<file path="src/rtl/action_executor.sv">
// rtl/action_executor.sv - applies one flow action (NOP/SET_FIELD/DROP/DEC) to a header copy; DEC gated by ACTION_EXECUTOR_DEC_EN
`ifndef HDR_MAX_LEN
`define HDR_MAX_LEN 64
`endif
`ifndef NUM_HEADERS
`define NUM_HEADERS 16
`endif
`ifndef MAX_VAL_LEN
`define MAX_VAL_LEN 16
`endif
`ifndef BYTE_BUS
`define BYTE_BUS 8
`endif
`ifndef DATA_BUS
`define DATA_BUS 32
`endif

module action_executor (
    input  logic                                   clk,
    input  logic                                   rst,
    input  logic                                   start_i,
    input  logic [`HDR_MAX_LEN-1:0][`BYTE_BUS-1:0] pkt_hdr_i,
    input  logic [`NUM_HEADERS-1:0][`DATA_BUS-1:0] parsed_hdrs_i,
    input  logic                                   is_match_i,
    input  logic [`MAX_VAL_LEN-1:0][`BYTE_BUS-1:0] flow_val_i,
    input  logic                                   mod_start_i,
    input  logic                                   mod_miss_drop_i,
    output logic                                   ready_o,
    output logic                                   drop_o,
    output logic                                   err_o,
    output logic [`HDR_MAX_LEN-1:0][`BYTE_BUS-1:0] pkt_hdr_o
);
    localparam int IDX_W = $clog2(`HDR_MAX_LEN);
    localparam int DATA_LEN = `MAX_VAL_LEN - 4;
    localparam int DI_W = (DATA_LEN > 1) ? $clog2(DATA_LEN) : 1;
    localparam logic [7:0] LEN_CAP = 8'(DATA_LEN);

    typedef enum logic [1:0] {FREE, DECODE, WRITE, DONE} state_t;
    state_t state, next_state;

    logic                                   miss_drop;
    logic                                   match_q;
    logic [7:0]                             op_q, hdr_id_q, off_q, len_q;
    logic [7:0]                             wlen, cnt, len_clamped;
    logic [DATA_LEN-1:0][`BYTE_BUS-1:0]     data_q;
    logic [`NUM_HEADERS-1:0][`DATA_BUS-1:0] parsed_q;
    logic [31:0]                            tgt;
    logic [IDX_W-1:0]                       idx;
    logic                                   in_range;
    logic [`BYTE_BUS-1:0]                   wr_byte;
`ifdef ACTION_EXECUTOR_DEC_EN
    logic                                   dec_q;
    logic [`BYTE_BUS-1:0]                   orig_byte;
`endif

    always_comb begin
        len_clamped = (len_q > LEN_CAP) ? LEN_CAP : len_q;
        tgt         = 32'(parsed_q[hdr_id_q[3:0]]) + 32'(off_q) + 32'(cnt);
        in_range    = tgt < 32'(`HDR_MAX_LEN);
        idx         = tgt[IDX_W-1:0];
        wr_byte     = data_q[cnt[DI_W-1:0]];
`ifdef ACTION_EXECUTOR_DEC_EN
        orig_byte = pkt_hdr_o[idx];
        if (dec_q) begin
            wr_byte = (orig_byte == '0) ? '0 : orig_byte - 1'b1;
        end
`endif
    end

    always_ff @(posedge clk) begin
        if (rst) begin
            state <= FREE;
        end else begin
            state <= next_state;
        end
    end

    // Non-writing outcomes pass through WRITE with length 0, so every
    // path reaches DONE exactly len+2 edges after the start is sampled.
    always_comb begin
        next_state = FREE;
        case (state)
            FREE:    next_state = (!mod_start_i && start_i) ? DECODE : FREE;
            DECODE:  next_state = WRITE;
            WRITE:   next_state = (cnt == wlen) ? DONE : WRITE;
            DONE:    next_state = start_i ? DONE : FREE;
            default: next_state = FREE;
        endcase
    end

    always_ff @(posedge clk) begin
        if (rst) begin
            ready_o   <= 1'b0;
            drop_o    <= 1'b0;
            err_o     <= 1'b0;
            pkt_hdr_o <= '0;
            miss_drop <= 1'b0;
            cnt       <= '0;
            wlen      <= '0;
            match_q   <= 1'b0;
            op_q      <= '0;
            hdr_id_q  <= '0;
            off_q     <= '0;
            len_q     <= '0;
            data_q    <= '0;
            parsed_q  <= '0;
`ifdef ACTION_EXECUTOR_DEC_EN
            dec_q     <= 1'b0;
`endif
        end else begin
            case (state)
                FREE: begin
                    if (mod_start_i) begin
                        miss_drop <= mod_miss_drop_i;
                    end else if (start_i) begin
                        pkt_hdr_o <= pkt_hdr_i;
                        parsed_q  <= parsed_hdrs_i;
                        match_q   <= is_match_i;
                        op_q      <= flow_val_i[0];
                        hdr_id_q  <= flow_val_i[1];
                        off_q     <= flow_val_i[2];
                        len_q     <= flow_val_i[3];
                        data_q    <= flow_val_i[`MAX_VAL_LEN-1:4];
                        ready_o   <= 1'b0;
                        drop_o    <= 1'b0;
                        err_o     <= 1'b0;
                        cnt       <= '0;
                    end
                end
                DECODE: begin
                    wlen <= '0;
`ifdef ACTION_EXECUTOR_DEC_EN
                    dec_q <= 1'b0;
`endif
                    if (!match_q) begin
                        drop_o <= miss_drop;
                    end else if (op_q == 8'd2) begin
                        drop_o <= 1'b1;
                    end else if (op_q == 8'd1) begin
                        wlen <= len_clamped;
`ifdef ACTION_EXECUTOR_DEC_EN
                    end else if (op_q == 8'd3) begin
                        wlen  <= 8'd1;
                        dec_q <= 1'b1;
`endif
                    end
                end
                WRITE: begin
                    if (cnt == wlen) begin
                        ready_o <= 1'b1;
                    end else begin
                        if (in_range) begin
                            pkt_hdr_o[idx] <= wr_byte;
                        end else begin
                            err_o <= 1'b1;
                        end
                        cnt <= cnt + 8'd1;
                    end
                end
                DONE: begin
                    if (!start_i) begin
                        ready_o <= 1'b0;
                    end
                end
                default: ;
            endcase
        end
    end
endmodule

</file>
<file path="config.mk">
export PLATFORM = sky130hd
export DESIGN_NAME = action_executor
export DESIGN_NICKNAME = d
export VERILOG_FILES = /design/src/rtl/action_executor.sv
export SDC_FILE = /design/constraint.sdc
export NUM_CORES = 2
export LEC_CHECK = 0
export ABC_AREA = 1
export CAP_MARGIN = 5
export CORE_AREA = 2 2 643 645
export CTS_CLUSTER_SIZE = 40
export DETAILED_ROUTE_END_ITERATION = 10
export DIE_AREA = 0 0 645 647
export PLACE_DENSITY = 0.43
export SYNTH_ARGS = -nofsm -noshare
export SYNTH_HDL_FRONTEND = slang
export SYNTH_SLANG_ARGS = --single-unit
</file>
<file path="constraint.sdc">
create_clock -name clk -period 7.6 [get_ports clk]
set_clock_uncertainty 0.05 [all_clocks]
set_input_delay 1.14 -clock clk [delete_from_list [all_inputs] [get_ports clk]]
set_output_delay 1.14 -clock clk [all_outputs]
set_load 0.05 [all_outputs]
</file>
After elaboration in Yosys (flattened, before gate mapping)
Index checks and enable logic that the tools add are counted.
{"block": "word_totals", "ramBits": 0, "romBits": 0, "n_memories": 0, "latchBits": 0, "inputBits": 1158, "reg_bits": 1171, "word_cells": 177, "out_inout_bits": 515}
{"block": "classes", "add_sub_neg": 3, "order_cmp": 6, "shift": 0, "n_div": 0, "reduce_logical": 14, "n_mux": 35, "n_bitwise": 1, "n_mul": 0, "eq_ne": 14}
{"operator": "two-way mux 512 bit", "count": 4}
{"operator": "one-hot mux 512 bit (2 select lines)", "count": 1}
{"operator": "bitwise mux 512 bit", "count": 1}
{"operator": "binary-select mux 32 bit (select 4 bit)", "count": 1}
{"operator": "two-way mux 8 bit", "count": 9}
{"operator": "adder 32 x 8 -> 32 bit", "count": 2}
{"operator": "demux 8 bit (select 6 bit)", "count": 1}
{"operator": "binary-select mux 8 bit (select 4 bit)", "count": 1}
{"operator": "less-than comparator 32 x 7 -> 1 bit (second input constant)", "count": 1}
{"operator": "two-way mux 32 bit", "count": 1}
{"operator": "one-hot mux 8 bit (2 select lines)", "count": 1}
{"operator": "AND reduction 5 bit", "count": 3}
{"operator": "inequality test 2 bit (second input constant)", "count": 7}
{"operator": "less-than comparator 4 x 5 -> 1 bit (second input constant)", "count": 2}
{"operator": "two-way mux 1 bit", "count": 10}
{"operator": "adder 8 x 1 -> 8 bit (second input constant)", "count": 1}
{"operator": "equality test 8 x 1 -> 1 bit (second input constant)", "count": 1}
{"operator": "equality test 8 x 2 -> 1 bit (second input constant)", "count": 1}
{"operator": "equality test 8 bit", "count": 1}
{"operator": "> comparator 8 x 4 -> 1 bit (second input constant)", "count": 1}
{"operator": "one-hot mux 2 bit (4 select lines)", "count": 1}
{"operator": "AND reduction 4 bit", "count": 2}
{"operator": "less-than comparator 6 x 7 -> 1 bit (second input constant)", "count": 1}
{"operator": ">= comparator 6 x 1 -> 1 bit (second input constant)", "count": 1}
{"operator": "14 further kinds", "count": 18}

Depth between registers and ports, before layout
{"block": "logic_depth", "depth_word": 12, "depth_mapped": 38, "ltp_nobuf": 30}

Worst setup path before layout
No wires, ideal clock.
{"block": "synth_path", "kind": "register -> register", "start": "reg hdr_id_q[0]", "end": "reg pkt_hdr_o[133] (netlist name)", "setup_ns": 0.117, "arrival_time_ns": 5.288, "setup_slack_ns": 2.145, "path_buffers": 7, "period_less_slack_ns": 5.455, "stages_incl_launch_ff": 28, "required_time_ns": 7.433, "cell_sequence": "dfxtp_1 > buf_4 > inv_2 > buf_6 > buf_2 > buf_2 > clkbuf_1 > clkbuf_1 > o21ai_0 > o221ai_1 > o211ai_1 > nand2_1 > inv_1 > fa_1 > inv_1 > ha_1 > inv_1 > fa_1 > o21ai_0 > xor2_1 > inv_1 > nor3_2 > clkinv_1 > o21ai_1 > clkbuf_1 > nand3_1 > nand2_1 > nor2_1"}
{"block": "synth_via", "elab_chain_cells": 12, "word_cells_on_any_way": 16, "cone_classes": "2 x add/sub; 3 x order compare; 1 x eq/ne; 8 x mux; 2 x reduce/logical"}
{"item": "start: declaration", "line": "43", "source": "logic [7:0] op_q, hdr_id_q, off_q, len_q;"}
{"item": "start signal: assignment", "line": "120", "source": "hdr_id_q <= flow_val_i[1];"}
{"item": "binary-select mux 32 bit (select 4 bit) *", "line": "58", "source": "tgt = 32'(parsed_q[hdr_id_q[3:0]]) + 32'(off_q) + 32'(cnt);"}
{"item": "two-way mux 32 bit (not written as such) *", "line": "58"}
{"item": "adder 32 x 8 -> 32 bit * (2 in a row)", "line": "58"}
{"item": "less-than comparator 6 x 7 -> 1 bit (not written as such) or >= comparator 6 x 1 -> 1 bit (tied branches)", "line": "153", "source": "pkt_hdr_o[idx] <= wr_byte;"}
{"item": "logical AND 1 bit (not written as such)", "line": "153"}
{"item": "two-way mux 8 bit (not written as such)", "line": "153"}
{"item": "demux 8 bit (select 6 bit)", "line": "153"}
{"item": "bitwise mux 512 bit", "line": "153"}
{"item": "two-way mux 512 bit", "line": "152", "source": "if (in_range) begin"}
{"item": "two-way mux 512 bit", "line": "149", "source": "if (cnt == wlen) begin"}
{"item": "one-hot mux 512 bit (2 select lines)", "line": "111", "source": "case (state)"}
{"item": "end signal: assignment", "line": "116", "source": "pkt_hdr_o <= pkt_hdr_i;"}
{"item": "end signal: indexed assignment", "line": "153"}
{"item": "end: declaration", "line": "31", "source": "output logic [`HDR_MAX_LEN-1:0][`BYTE_BUS-1:0] pkt_hdr_o"}
Mark *: on every way between the ends. The rest lies on a longest branch, timed or not. The select of a mux whose other input is x is not followed.
A chain may end at the register's enable or synchronous reset.

Worst setup path in the final report
{"block": "layout_path", "start": "reg hdr_id_q[0]", "end": "reg pkt_hdr_o[28] (netlist name)"}
The elaborated chain is that of the path after synthesis.

==> flow_summary.yaml <==
sta:
  hold_ws_ns: 0.396
  rsz0062_at_grt: "no"
  tightest_slew_ns: 1.43
  period_needed_ns: 7.08
  max_freq_mhz: 141
  finalCritPeriodShare_pct: 93.2
  finalSetupTns_ns: 0
  drv_slew: 0
  setup_viol: 0
  hold_viol_final: 0
  max_slew_margin_pct: 4.87
layout:
  nFillCells: 47160
  final_common_cell: "nand2_1"
  drive_above_1_share_pct: 5.35
  syn_to_final_growth_pct: 49.6
  nets: 11222
  multi_input_area_um2: 27500
  register_area_um2: 23500
  final_cell_mix: "1,801 x nand2_1, 1,661 x clkdlybuf4s50_1, 1,587 x nor2_1, 1,166 x dfxtp_1"
clocking:
  cts-root-buf: "clkbuf_16"
  cts_made_buffers: 164
  clk_pin_slew_worst_paths_ns: 0.06
  htreeDepth: 4
  cts_hold_buf: 0
  clk_path_buf_depth: 4
  cts.sinks: 1171
  cts_tree: "built"
  insertion_delay_ns: 0.89
die:
  initial_core_util_pct: 13.8
  fp.dieH_um: 647
  pin_count: 1673
  fp.dieW_um: 645
  dieArea_um2: 417000
  std_cell_rows: 236
  core_area_um2: 411000
grt:
  antenna_found_initial: 203
  grt_pass1_wl_mm: 533
  grtUsageTotal_pct: 18.5
  grt_max_degree: 245
  grtUsageMet3_pct: 4.48
  grtUsageMet2_pct: 31.3
  grt_pass1_vias: 59823
  top_usage_layer: "met2"
  grt_overflow: 0
  gr-usage-met1_pct: 21.0
worst_setup_path:
  crit_path_end_kind: "flip-flop"
  crit_type: "reg2reg"
  crit_top_cell: "nand2_1"
  path_cells: "buf_12 > buf_4 > o21ai_0 > o22ai_1 > o211ai_1 > nand2_1 > fa_1 > ha_1 > a21oi_1 > nand2_1 > or2_2 > nand2_1 > inv_1 > nor3_1 > inv_1 > nor2_1 > a22oi_1 > nand3_1 > nand2_1 > nor2_1"
  cpPeakStageDelay_ns: 0.99
  required_ns: 8.32
  cp_slowest_cell: "nor2_1"
  start_kind: "flip-flop"
  path_max_fanout: 78
  critPathArrivalTime_ns: 7.80
yosys:
  yosysUniqueCellTypes: 46
  synth_warnings: 0
  ys_seq_elements: 1171
  syn_inst: 8699
  yosysTopAreaCellShare_pct: 41.4
  netlist_top_cells_area: "dfxtp_1 41%, nand2_1 12%, nor2_1 11%"
  syn_nets: 9875
  synth_area_leader_cell: "dfxtp_1"
  synth_area_per_cell_um2: 6.51
  netlist_area_um2: 56700
  seq_area_frac_synth_pct: 41.4
flow_run:
  maxCapViolCount: 0
placed_design:
  hpwl_mm: 314
  portBuffers: 1668
  gp_congestion: 0.915
outcome:
  outcome: "finished, final reports clean"
routing:
  routedWlPerCell_um: 25.8
  drtAntennaViolNets: 0
  drt_iter0_markers: 5705
  finalWirelength_mm: 406
  vias: 64677
  via_per_inst: 4.11
  detail_route.first_pass.iterations: 6
  drcViolationCount: 0
hold_path:
  hold_class: "reg2reg"
power:
  powerDensity_nw_per_um2: 251
  irDropWorstVdd_mv: 0.153
  power_leakage_nw: 34.7
-- cells in the mapped netlist (all sizes together) --
| master | count |
|---|---|
| a211oi | 1 |
| a21oi | 790 |
| a221oi | 10 |
| a22oi | 58 |
| a311o | 1 |
| a31oi | 4 |
| a32o | 8 |
| a32oi | 33 |
| a41oi | 1 |
| and2 | 2 |
| buf | 247 |
| clkbuf | 446 |
| clkinv | 9 |
| dfxtp | 1171 |
| fa | 9 |
| ha | 9 |
| inv | 685 |
| nand2 | 1806 |
| nand3 | 744 |
| nand3b | 3 |
| nand4 | 7 |
| nor2 | 1601 |
| nor3 | 40 |
| nor4 | 4 |
| o2111ai | 2 |
| o211ai | 21 |
| o21a | 1 |
| o21ai | 919 |
| o21bai | 1 |
| o221a | 1 |
| o221ai | 30 |
| o22ai | 14 |
| or2 | 4 |
| xnor2 | 6 |
| xor2 | 11 |
-- flip-flops by register name (all words and copies together), names as in the netlist --
name and flops:
parsed_q 512, pkt_hdr_o 512, data_q 96, cnt 8, len_q 8, off_q 8
op_q 8, wlen 8, hdr_id_q 4, state 2, drop_o 1, err_o 1
match_q 1, miss_drop 1, ready_o 1
-- final timing paths --
check,from,end,slack [ns],cells past startpoint
worst max register to register,hdr_id_q[0],pkt_hdr_o[28],0.52,20
worst min-delay path,parsed_q[330],parsed_q[330],0.40,2
worst max-delay path,hdr_id_q[0],pkt_hdr_o[28],0.52,20
worst min register to register,parsed_q[330],parsed_q[330],0.40,2
-- area by class of cell --
cell class	instances	share of cell area, %
antenna	97	0.286
inverter	694	3.14
tap	5474	8.08
clock inverter	56	0.831
clock buffer	235	5.62
multi-input combinational	6141	32.5
timing repair buffer	1874	21.9
sequential	1171	27.7
-- layer usage --
| layer | routed length [um] | up-vias |
|---|---|---|
| li1 | - | 30846 |
| met1 | 157000 | 30807 |
| met2 | 196000 | 2200 |
| met3 | 27500 | 712 |
| met4 | 25600 | 112 |
| met5 | 738 | - |
-- worst max-delay path: cells and delay by family, from the launching register on --
| family | cells | cell delay [ns] |
|---|---|---|
| flip-flops | 1 | 0.39 |
| AND/OR/NAND/NOR | 9 | 2.60 |
| buffers and inverters | 4 | 1.58 |
| adder cells (fa/ha/maj) | 2 | 0.79 |
| AO/OA/AOI/OAI | 5 | 1.47 |
-- metrics by stage --
stage | power (mW) | util [%] | instance area [um2] | worst slack (ns) | cells
global route | 22.3 | 20.6 | 84700 | 0.0520 | 15720
CTS | 21.6 | 20.6 | 84500 | 0.462 | 15644
global placement | 13.4 | 19.2 | 79100 | 0.482 | 15353
finish | 21.3 | 20.6 | 84800 | 0.517 | 15742
detailed placement | 13.4 | 19.2 | 79100 | 0.536 | 15353
floorplan | 10.3 | - | 56700 | 2.15 | 8699
-- report_power, final --
part / switching (mW) / internal, mW
combinational: 4.21 / 1.99
sequential: 0.320 / 6.70
clock: 3.43 / 4.67
total: 7.96 / 13.4
-- logic make-up (layout without fill, tap and decap cells) --
group,after synthesis,in the layout,synth area share [%]
buffers and inverters,1387,2859,10.3
XOR/XNOR,17,17,0.263
adder cells (fa/ha/maj),18,18,0.517
AO/OA/AOI/OAI,1895,1895,17.7
flip-flops,1171,1171,41.4
other,0,97,0
AND/OR/NAND/NOR,4211,4211,29.8
-- repair_timing --
item,in CTS,in global routing
endpoints found under the setup margin,0,1
gates resized for setup,0,1
setup buffers,0,0
(Power assumes the default switching activity.)
==> patch, RTL diff (same flow settings) <==
Register the output `err_o` once more; this adds one clock of latency there. The other outputs are not delayed to match.
--- a/src/rtl/action_executor.sv
+++ b/src/rtl/action_executor.sv
@@ -38,2 +38,4 @@
     typedef enum logic [1:0] {FREE, DECODE, WRITE, DONE} state_t;
+
+    logic err_s0;
     state_t state, next_state;
@@ -94,3 +96,3 @@
             drop_o    <= 1'b0;
-            err_o     <= 1'b0;
+            err_s0    <= 1'b0;
             pkt_hdr_o <= '0;
@@ -125,3 +127,3 @@
                         drop_o    <= 1'b0;
-                        err_o     <= 1'b0;
+                        err_s0    <= 1'b0;
                         cnt       <= '0;
@@ -154,3 +156,3 @@
                         end else begin
-                            err_o <= 1'b1;
+                            err_s0 <= 1'b1;
                         end
@@ -168,2 +170,6 @@
     end
+    always_ff @(posedge clk) begin
+        err_o <= err_s0;
+    end
+
 endmodule
Function: not settled (the Yosys comparison gave no result); the edit may change what the design does.
==> patch against the original RTL <==
Clock power shrank 2%. Synthesized area up 0.15%. Wire length is 5.9% higher. Design area barely moved. Critical path depth up 5. Non-clock buffer count down 1. First-iteration DRC count grew 5.7%. Global-route usage increased by 1.1 points. Sequential cell count up 1. Power fell by 1.0%. Worst setup slack got worse by 0.34 ns. Highest routed layer unchanged. Worst hold slack worse by 0.057 ns.
==> patch: results (changes against the original RTL) <==
placement:
  place_congestion: 0.9230  # was 0.9146
  placed_area_um2: 79250  # was 79070 um2
finish:
  syn2layout_area_growth_pct: 49.29  # was 49.62%
  layout.nonclk_buf_share_pct: 21.97  # was 21.93%
  regArea_um2: 23480  # was 23460 um2
  multi_input_area_share_pct: 32.58  # was 32.46%
  num-multi-input-gates: 6133  # was 6141
  inverters_excl_clock: 706  # was 694
  fill_cells: 47150  # was 47160
  nClkBuffers: 240  # was 235
  diodes: 80  # was 97
  n_all_buffers: 1873  # was 1874
  fin_nets: 11230  # was 11220
  layout-drive-gt1-share_pct: 5.502  # was 5.349%
logic_synthesis:
  synth_common_cells: "1807 x nand2_1, 1569 x nor2_1, 1172 x dfxtp_1, 809 x o21ai_0, 763 x a21oi_1"  # was 1802 x nand2_1, 1595 x nor2_1, 1171 x dfxtp_1, 791 x o21ai_0, 790 x a21oi_1
  synth-compound-area-share_pct: 17.93  # was 17.73%
  synth_xor_area_share_pct: 0.2315  # was 0.2627%
  yosysUniqueCellTypes: 42  # was 46
critical_path:
  reg2reg_to: "pkt_hdr_o[37]"  # was pkt_hdr_o[28]
  worstPathArrival_ns: 8.10  # was 7.80 ns
  critPathMaxFanout: 50  # was 78
run_status:
  status: "completed"  # unchanged
pwr:
  p_sw_uw: 7857  # was 7960 uW
  p_per_area_nw_per_um2: 249.0  # was 251.4 nW/um2
  leakagePower_uw: 0.03461  # was 0.03471 uW
  pg_seq_uw: 7030  # was 7020 uW
global_route:
  grt.met2_usage_pct: 34.27  # was 31.35%
  use_met1_pct: 22.28  # was 21.01%
  antenna_found_initial: 219  # was 203
  grt_max_degree: 224  # was 245
  grt_pass1_wl_um: 558700  # was 532700 um
clocking:
  cts_sinks: 1172  # was 1171
  numCtsBuffers: 163  # was 164
routing:
  drtIter0Drc: 6030  # was 5705
  vias_per_cell: 4.158  # was 4.109
  met2RoutedLength_um: 212500  # was 195500 um
  dr_wl_met3_um: 27900  # was 27500 um
  wl_met1_um: 165700  # was 157000 um
min_path:
  hp-start: "err_s0"  # was parsed_q[330]
patch: cell types whose count changed after synthesis, sizes merged, moves of 4 or more:
| cell | unedited run | this run |
|---|---|---|
| o21bai | 1 | 5 |
| clkbuf | 446 | 455 |
| nor2 | 1601 | 1581 |
| a22oi | 58 | 63 |
| buf | 247 | 238 |
| nand3 | 744 | 749 |
| inv | 685 | 696 |
| o21ai | 919 | 924 |
patch: stage by stage:
step / utilization (%) / setup WS (ns) / instances / TNS (ns) / power (uW)
after global placement: 19.28 / 0.4044 / 15360 / 0 / 13330
after global routing: 20.60 / -0.1582 / 15680 / -0.4527 / 22030
after detailed placement: 19.28 / 0.3445 / 15360 / 0 / 13330
after floorplan: - / 2.201 / 8704 / 0 / 10300
after CTS: 20.56 / 0.2012 / 15630 / 0 / 21410
final: 20.61 / 0.1802 / 15710 / 0 / 21100
